## src/rtl/lc2k_pkg.sv

```systemverilog
// lc2k_pkg: shared LC2K register-file constants, index/word types and FSM states.
package lc2k_pkg;
    localparam int NUM_REGS = 8;
    localparam int ADDR_W = 3;
    localparam int DATA_W = 32;
    typedef logic [ADDR_W-1:0] reg_idx_t;
    typedef logic [DATA_W-1:0] word_t;
    typedef enum logic [0:0] {RF_INIT = 1'b0, RF_RUN = 1'b1} rf_state_t;
endpackage

```

## src/rtl/lc2k_regfile_wb_if.sv

```systemverilog
// lc2k_regfile_wb_if: write-back, issue and operand-read signals of the LC2K register file.
interface lc2k_regfile_wb_if;
    import lc2k_pkg::*;
    logic wb_valid;
    logic wb_ready;
    reg_idx_t wb_dest;
    word_t wb_data;
    logic issue_valid;
    reg_idx_t issue_dest;
    logic rd_en;
    reg_idx_t rd_addr_a;
    reg_idx_t rd_addr_b;
    logic rd_stall;
    logic rd_valid;
    word_t rd_data_a;
    word_t rd_data_b;
    logic [NUM_REGS-1:0] busy;
    modport master (
        output wb_valid, wb_dest, wb_data, issue_valid, issue_dest, rd_en, rd_addr_a, rd_addr_b,
        input wb_ready, rd_stall, rd_valid, rd_data_a, rd_data_b, busy
    );
    modport slave (
        input wb_valid, wb_dest, wb_data, issue_valid, issue_dest, rd_en, rd_addr_a, rd_addr_b,
        output wb_ready, rd_stall, rd_valid, rd_data_a, rd_data_b, busy
    );
endinterface

```

## src/rtl/lc2k_scoreboard.sv

```systemverilog
// lc2k_scoreboard: per-register busy bits; an issue outranks a same-cycle write-back clear.
module lc2k_scoreboard
    import lc2k_pkg::*;
(
    input  logic clk,
    input  logic rst,
    input  logic set_en,
    input  reg_idx_t set_idx,
    input  logic clr_en,
    input  reg_idx_t clr_idx,
    input  reg_idx_t addr_a,
    input  reg_idx_t addr_b,
    output logic [NUM_REGS-1:0] busy,
    output logic busy_a,
    output logic busy_b
);
    logic [NUM_REGS-1:0] set_vec;
    logic [NUM_REGS-1:0] clr_vec;
    assign set_vec = (set_en && set_idx != '0) ? NUM_REGS'(1) << set_idx : '0;
    assign clr_vec = clr_en ? NUM_REGS'(1) << clr_idx : '0;
    // A write-back landing this cycle already satisfies a waiting reader.
    assign busy_a = busy[addr_a] & (addr_a != '0) & ~clr_vec[addr_a];
    assign busy_b = busy[addr_b] & (addr_b != '0) & ~clr_vec[addr_b];
    always_ff @(posedge clk or posedge rst) begin
        if (rst) busy <= '0;
        else busy <= set_vec | (busy & ~clr_vec);
    end
endmodule

```

## src/rtl/lc2k_regfile_wb.sv

```systemverilog
// lc2k_regfile_wb: LC2K register file with post-reset clear sweep, write bypass and busy scoreboard.
module lc2k_regfile_wb
    import lc2k_pkg::*;
(
    input logic clk,
    input logic rst,
    lc2k_regfile_wb_if.slave bus
);
    rf_state_t state;
    reg_idx_t cnt;
    word_t regs [NUM_REGS];
    logic run;
    logic wb_acc;
    logic rd_fire;
    logic busy_a;
    logic busy_b;
    assign run = state == RF_RUN;
    assign bus.wb_ready = run;
    assign wb_acc = bus.wb_valid & run;
    assign bus.rd_stall = bus.rd_en & (~run | busy_a | busy_b);
    assign rd_fire = bus.rd_en & ~bus.rd_stall;
    lc2k_scoreboard u_sb (
        .clk(clk),
        .rst(rst),
        .set_en(bus.issue_valid & run),
        .set_idx(bus.issue_dest),
        .clr_en(wb_acc),
        .clr_idx(bus.wb_dest),
        .addr_a(bus.rd_addr_a),
        .addr_b(bus.rd_addr_b),
        .busy(bus.busy),
        .busy_a(busy_a),
        .busy_b(busy_b)
    );
    always_ff @(posedge clk or posedge rst) begin
        if (rst) begin
            state <= RF_INIT;
            cnt <= '0;
        end else if (!run) begin
            cnt <= cnt + reg_idx_t'(1);
            if (cnt == reg_idx_t'(NUM_REGS - 1)) state <= RF_RUN;
        end
    end
    // No reset on the array itself: the INIT sweep zeroes it before any read is allowed.
    always_ff @(posedge clk) begin
        if (!run) regs[cnt] <= '0;
        else if (wb_acc && bus.wb_dest != '0) regs[bus.wb_dest] <= bus.wb_data;
    end
    function automatic word_t rd_val(input reg_idx_t a);
        return (a == '0) ? '0 : (wb_acc && bus.wb_dest == a) ? bus.wb_data : regs[a];
    endfunction
    always_ff @(posedge clk or posedge rst) begin
        if (rst) begin
            bus.rd_valid <= 1'b0;
            bus.rd_data_a <= '0;
            bus.rd_data_b <= '0;
        end else begin
            bus.rd_valid <= rd_fire;
            if (rd_fire) begin
                bus.rd_data_a <= rd_val(bus.rd_addr_a);
                bus.rd_data_b <= rd_val(bus.rd_addr_b);
            end
        end
    end
endmodule

```

## src/flat_wrapper.sv

```systemverilog
// flat-port wrapper written by rule: the top's interface ports become plain ports
module lc2k_regfile_wb_flat import lc2k_pkg::*;
  (clk, rst, bus_wb_valid, bus_wb_dest, bus_wb_data, bus_issue_valid, bus_issue_dest, bus_rd_en, bus_rd_addr_a, bus_rd_addr_b, bus_wb_ready, bus_rd_stall, bus_rd_valid, bus_rd_data_a, bus_rd_data_b, bus_busy);
  lc2k_regfile_wb_if bus_i ();
  input logic clk;
  input logic rst;
  input wire logic [$bits(bus_i.wb_valid)-1:0] bus_wb_valid;
  input wire logic [$bits(bus_i.wb_dest)-1:0] bus_wb_dest;
  input wire logic [$bits(bus_i.wb_data)-1:0] bus_wb_data;
  input wire logic [$bits(bus_i.issue_valid)-1:0] bus_issue_valid;
  input wire logic [$bits(bus_i.issue_dest)-1:0] bus_issue_dest;
  input wire logic [$bits(bus_i.rd_en)-1:0] bus_rd_en;
  input wire logic [$bits(bus_i.rd_addr_a)-1:0] bus_rd_addr_a;
  input wire logic [$bits(bus_i.rd_addr_b)-1:0] bus_rd_addr_b;
  output wire logic [$bits(bus_i.wb_ready)-1:0] bus_wb_ready;
  output wire logic [$bits(bus_i.rd_stall)-1:0] bus_rd_stall;
  output wire logic [$bits(bus_i.rd_valid)-1:0] bus_rd_valid;
  output wire logic [$bits(bus_i.rd_data_a)-1:0] bus_rd_data_a;
  output wire logic [$bits(bus_i.rd_data_b)-1:0] bus_rd_data_b;
  output wire logic [$bits(bus_i.busy)-1:0] bus_busy;
  assign bus_i.wb_valid = bus_wb_valid;
  assign bus_i.wb_dest = bus_wb_dest;
  assign bus_i.wb_data = bus_wb_data;
  assign bus_i.issue_valid = bus_issue_valid;
  assign bus_i.issue_dest = bus_issue_dest;
  assign bus_i.rd_en = bus_rd_en;
  assign bus_i.rd_addr_a = bus_rd_addr_a;
  assign bus_i.rd_addr_b = bus_rd_addr_b;
  assign bus_wb_ready = bus_i.wb_ready;
  assign bus_rd_stall = bus_i.rd_stall;
  assign bus_rd_valid = bus_i.rd_valid;
  assign bus_rd_data_a = bus_i.rd_data_a;
  assign bus_rd_data_b = bus_i.rd_data_b;
  assign bus_busy = bus_i.busy;
  lc2k_regfile_wb u_core (.clk(clk), .rst(rst), .bus(bus_i));
endmodule
```

## config.mk

```make
export PLATFORM = sky130hd
export DESIGN_NAME = lc2k_regfile_wb_flat
export DESIGN_NICKNAME = d
export VERILOG_FILES = /design/src/rtl/lc2k_pkg.sv /design/src/rtl/lc2k_regfile_wb_if.sv /design/src/rtl/lc2k_scoreboard.sv /design/src/rtl/lc2k_regfile_wb.sv /design/src/flat_wrapper.sv
export SDC_FILE = /design/constraint.sdc
export NUM_CORES = 1
export LEC_CHECK = 0
export ABC_CLOCK_PERIOD_IN_PS = 6880
export CORE_ASPECT_RATIO = 2
export CORE_UTILIZATION = 25
export DETAILED_ROUTE_END_ITERATION = 10
export GPL_TIMING_DRIVEN = 0
export PLACE_DENSITY_LB_ADDON = 0.25
export SYNTH_ARGS = -nofsm -noshare
export SYNTH_HDL_FRONTEND = slang
export SYNTH_SLANG_ARGS = --single-unit
export TNS_END_PERCENT = 1
```

## constraint.sdc

```tcl
create_clock -name clk -period 6.88 [get_ports clk]
set_input_delay 1.032 -clock clk [delete_from_list [all_inputs] [get_ports clk]]
set_output_delay 1.032 -clock clk [all_outputs]
set_load 0.02 [all_outputs]
```

[After elaboration in Yosys (flattened, before gate mapping)]
Memory sizes are Yosys's and may differ from the RTL's.
Cells that the tools add are included.
Storage, ports and cells
  flip-flop bits (word level): 77
  bits in writable memories: 256
  input bits: 49
  memories: 1
Operators by class
  add/subtract/negate cells: 1
  order comparisons: 2
  eq/ne operators: 3
  shift operators: 2
  multiplexer cells: 23
  bitwise gates (word level): 17
  reductions and logical operators: 11
Memory list
  u_core.regs: words 8, bits a word 32, read ports 2, clocked after Yosys merged registers in 0, write ports 1, RTL line lc2k_regfile_wb.sv:11  | word_t regs [NUM_REGS];
Operators with widths (count)
  two-way mux 32 bit: 5
  OR reduction 32 bit: 1
  two-way mux 8 bit: 2
  << shifter 1 x 3 -> 8 bit (first input constant): 2
  binary-select mux 1 bit (select 3 bit): 4
  nonzero test 3 bit: 4
  two-way mux 1 bit: 11
  AND 1 bit: 8
  AND 8 bit: 1
  < comparator 3 x 4 -> 1 bit (second input constant): 2
  NOT 8 bit: 1
  OR 8 bit: 1
  equality test 3 bit: 2
  logical NOT 3 bit: 2
  logical AND 1 bit: 4
  NOT 1 bit: 4
  adder 3 x 1 -> 3 bit (second input constant): 1
  equality test 3 bit (second input constant): 1
  two-way mux 3 bit: 1
  OR 1 bit: 2

[Logic depth before layout (Yosys ltp)]
  depth after elaboration: 11
  gate-level depth with buffers: 10
  depth with buffers taken out: 6

[By module]
From an unflattened synthesis, not the netlist that was laid out.
Second synthesis, totals
  cells, all modules: 1124
  area total of the unflattened synthesis: 14310.0 um^2
Modules (own cells, without submodules)
  lc2k_regfile_wb: times used 1, cells an instance 1065, area each 13755.7 um^2, seq. area each 8453.1 um^2
  lc2k_scoreboard: times used 1, cells an instance 59, area each 554.3 um^2, seq. area each 200.2 um^2

[Worst setup path before layout]
No wires, ideal clock.
  path type: input port to flip-flop
  start point: input bus_wb_dest[1]
  end point: memory u_core.regs[5][0] in the netlist's numbering, enable pin
  setup time: 0.421 ns
  data arrival time: 3.380 ns
  required time: 6.459 ns
  path slack: 3.079 ns
  cell stages on the path: 5
  cells stage by stage: clkbuf_1 o31ai_1 a21oi_1 or2_2 nor2_1
Between the ends
  longest elaborated chain between the ends: 7
RTL lines
  start, declared: RTL line flat_wrapper.sv:8  | input wire logic [$bits(bus_i.wb_dest)-1:0] bus_wb_dest;
  nonzero test 3 bit: RTL line lc2k_regfile_wb.sv:47  | else if (wb_acc && bus.wb_dest != '0) regs[bus.wb_dest] <= bus.wb_data;
  logical AND 1 bit: RTL line lc2k_regfile_wb.sv:47
  two-way mux 1 bit: RTL line lc2k_regfile_wb.sv:47
  two-way mux 1 bit: RTL line lc2k_regfile_wb.sv:46  | if (!run) regs[cnt] <= '0;
  two-way mux 1 bit (implied by the code): RTL line lc2k_regfile_wb.sv:47
  OR reduction 32 bit (no source line)
  two-way mux 3 bit (no source line) or two-way mux 1 bit (tied branches)
  end, declared: RTL line lc2k_regfile_wb.sv:11
Parallel ways exist; a longest one is shown, timed or not.

[Worst setup path in the final report]
  start point: input bus_rd_addr_b[1]
  end point: output bus_rd_stall
Between the ends
  longest elaborated chain between the ends: 6
RTL lines
  start, declared: RTL line flat_wrapper.sv:14  | input wire logic [$bits(bus_i.rd_addr_b)-1:0] bus_rd_addr_b;
  binary-select mux 1 bit (select 3 bit): RTL line lc2k_scoreboard.sv:23  | assign busy_b = busy[addr_b] & (addr_b != '0) & ~clr_vec[addr_b];
  two-way mux 1 bit (implied by the code): RTL line lc2k_scoreboard.sv:23
  AND 1 bit or NOT 1 bit (tied branches): RTL line lc2k_scoreboard.sv:23
  AND 1 bit (*): RTL line lc2k_scoreboard.sv:23
  OR 1 bit (*): RTL line lc2k_regfile_wb.sv:20  | assign bus.rd_stall = bus.rd_en & (~run | busy_a | busy_b);
  AND 1 bit (*): RTL line lc2k_regfile_wb.sv:20
  end, declared: RTL line flat_wrapper.sv:16  | output wire logic [$bits(bus_i.rd_stall)-1:0] bus_rd_stall;
Every way passes the cells marked *; elsewhere a longest branch is shown, timed or not. The select of a mux whose other input is x is not followed.

==> results_dict.tcl <==
set metrics [dict create \
    status "completed" \
    slew_violations 0 \
    synth_fp_nets 1226 \
    io_buffers 122 \
    yosys-top-cells-count "edfxtp_1 (224), nor2_1 (108), nand2_1 (89)" \
    cts_resized 0 \
    htreeDepth 1 \
    pre_cts_ws_ns 1.36 \
    cp_max_fo 9 \
    reg2reg_setup_slack_ns 3.48 \
    yosysWarnings 0 \
    drtIter0Drc 664 \
    initial_core_util 0.253 \
    drt_first_pass_iters 5 \
    cp-start-kind "input pin" \
    worstMarginPinSlew_ns 1.05 \
    synthTopCellsByArea "edfxtp_1 (45%), dfrtp_1 (13%), mux2_4 (4.3%)" \
    die_width_um 174 \
    rr_startpoint "u_core.bus.wb_ready" \
    grt_pass1_wl_mm 79.2 \
    fmax_mhz 178 \
    clock_sinks 301 \
    endpoint "bus_rd_stall" \
    setup_slack_ns 1.27 \
    synth_area_per_cell_um2 12.6 \
    crit_start "bus_rd_addr_b[1]" \
    nNetsFinal 1387 \
    finalCritPeriodShare 0.815 \
    yosysUniqueCellTypes 59 \
    cp_cell_sequence "clkdlybuf4s50_1 -> or3_1 -> buf_1 -> o41ai_1 -> o41ai_1 -> o211ai_1 -> a21boi_0 -> clkdlybuf4s50_1" \
    synth.most_common_cell "edfxtp_1" \
    clk_latency_ns 0.58 \
    ys_ff_latch 301 \
    grt_overflow_total 0 \
    hold_viol_final 0 \
    yosys.area.top_type "edfxtp_1" \
    cp.required_ns 5.85 \
    cts_tree "built" \
    relSlewSlack 0.302 \
    fin_crit_ns 5.61 \
    ir_drop_v 0.000181 \
    grt_setup_unrepaired "no" \
    cap_violations 0 \
    rr_worst_depth 8 \
    synth_edf_count 224 \
    synth_top_cell_area_share 0.453 \
    yosysSeqAreaShare 0.582 \
    fin_worst_skew_ns 0.0158 \
    path_clk_slew_ns 0.07 \
    drt_wl_total_mm 54.3 \
    cpPeakStageDelay_ns 0.70 \
    slowest_stage "clkdlybuf4s50_1" \
    grt_max_degree 53 \
    ant_nets 0 \
    cts_buffer_depth 3 \
    area_growth_pct 22.3 \
    cts_root_buf "clkbuf_16" \
    tns_ns 0 \
    hold_path_class "register to register" \
    synthArstFlopShare 0.256 \
    antenna_found_initial 1 \
    vias_per_cell 5.14 \
    num_vias 10900 \
    synth_ff_type "edfxtp_1" \
    ios 124 \
    p_leak_nw 6.71 \
    drive_gt1_frac 0.147 \
    post-cts-setup-buffers 0 \
    rows 126 \
    setup.worst_path.class "input pin to primary output" \
    timing.critical_path.arrival_ns 4.58 \
    setup_viol 0 \
    power_density_mw_per_mm2 273 \
    cts_buffers 29 \
    synthCells 1175 \
    coreArea_mm2 0.0588 \
    p_total_mw 4.96 \
    endpoint_kind "primary output" \
    hp-start "u_core.bus.rd_data_b[6]" \
    routedWlPerCell_um 25.6 \
    cts_hold_buf 0 \
    post-route-drc-count 0 \
    netlist_area_mm2 0.0149 \
    die_h_um 347 \
    reg2reg_to "u_core.bus.rd_data_b[12]" \
    dieArea_mm2 0.0605 \
    gp_congestion 0.885 \
    first_global_vias 11800 \
    grt_usage 0.179 \
    dpl.hpwl_mm 39.2 \
]
[area by class of cell]
class                      count  area, um^2
buffer                       104         485
multi-input combinational    753        5710
inverter                      17        66.3
antenna                        2        5.00
sequential                   301        8650
tap                          768         961
clock buffer                  33         741
clock inverter                19         136
fill                        5968       40600
timing repair buffer         130        1410
[kinds of logic (layout without fill, tap and decap cells)]
kind of cell	after synthesis	in the layout	share of synthesized area
buffers and inverters	121	303	0.0370
xor gates and xnor gates	7	7	0.00413
DFF	301	301	0.582
adders and majority gates	2	2	0.00168
AOI/OAI and AO/OA	292	292	0.136
and+or+nand+nor	292	292	0.0907
muxes	160	160	0.148
other	0	2	0
[registers in the layout, indices dropped and copies added, names as in the netlist]
register / flops
u_core.bus.rd_data_b: 32
u_core.bus.rd_valid: 1
u_core.regs: 224
u_core.bus.wb_ready: 1
u_core.cnt: 3
u_core.u_sb.busy: 8
u_core.bus.rd_data_a: 32
[critical path: cells and delay by family]
| family | cells | cell delay, ns |
|---|---|---|
| buffers and inverters | 3 | 1.92 |
| AO/OA/AOI/OAI | 4 | 1.46 |
| AND/OR/NAND/NOR | 1 | 0.15 |
[layout by cell type (no fill, tap or decap), types with 5 or more instances in the layout]
cell	instances
edfxtp_1	224
clkinv_1	8
mux4_2	26
a211oi_1	8
or3_1	26
buf_2	22
nor2_4	7
dfrtp_1	77
clkinv_2	5
clkdlybuf4s50_1	122
clkbuf_1	71
inv_1	16
a31oi_1	20
a21oi_1	68
nor2_1	101
clkbuf_16	29
buf_8	5
o2bb2ai_1	26
a211o_1	7
nand2_1	89
o22ai_1	65
nand2b_1	7
nand3_1	6
mux2_4	43
o2111ai_1	26
and2_1	33
o32ai_1	7
mux2_2	42
mux2i_1	49
buf_1	8
o21ai_0	25
a221o_1	24
[where the power goes]
| group | switching [mW] | internal, mW |
|---|---|---|
| logic | 0.627 | 0.573 |
| clock network | 0.735 | 0.812 |
| registers | 0.101 | 2.11 |
| total | 1.46 | 3.50 |
[worst min-delay path by stage]
stage | endpoint | slack, ns | depth (start not counted)
after floorplan | u_core.cnt[0] | 0.49 | 1
final | u_core.bus.rd_data_b[6] | 0.51 | 1
after detailed placement | u_core.bus.rd_data_b[16] | 0.49 | 1
after global placement | u_core.bus.rd_data_b[28] | 0.49 | 1
after CTS | u_core.bus.rd_data_a[7] | 0.52 | 1
after global routing | u_core.bus.rd_data_a[21] | 0.53 | 1
[per-layer routing]
metal | GRT usage | routed length, um | up-vias
met2 | 0.330 | 28800 | 473
met3 | 0.0292 | 3180 | 159
met5 | 0 | 12 | -
li1 | - | - | 4866
met4 | 0.111 | 3400 | 2
met1 | 0.186 | 19000 | 5442
[per-stage QoR]
stage,instances,util,instance area [um^2],hold WS (ns)
3_5_place_dp,2073,0.294,17300,0.492
5_1_grt,2125,0.309,18200,0.526
2_1_floorplan,1175,-,14900,0.493
3_3_place_gp,2065,0.290,17000,0.494
6_report,2127,0.309,18200,0.510
4_1_cts,2125,0.309,18200,0.516
No activity file was read; power rests on OpenSTA's default activity.
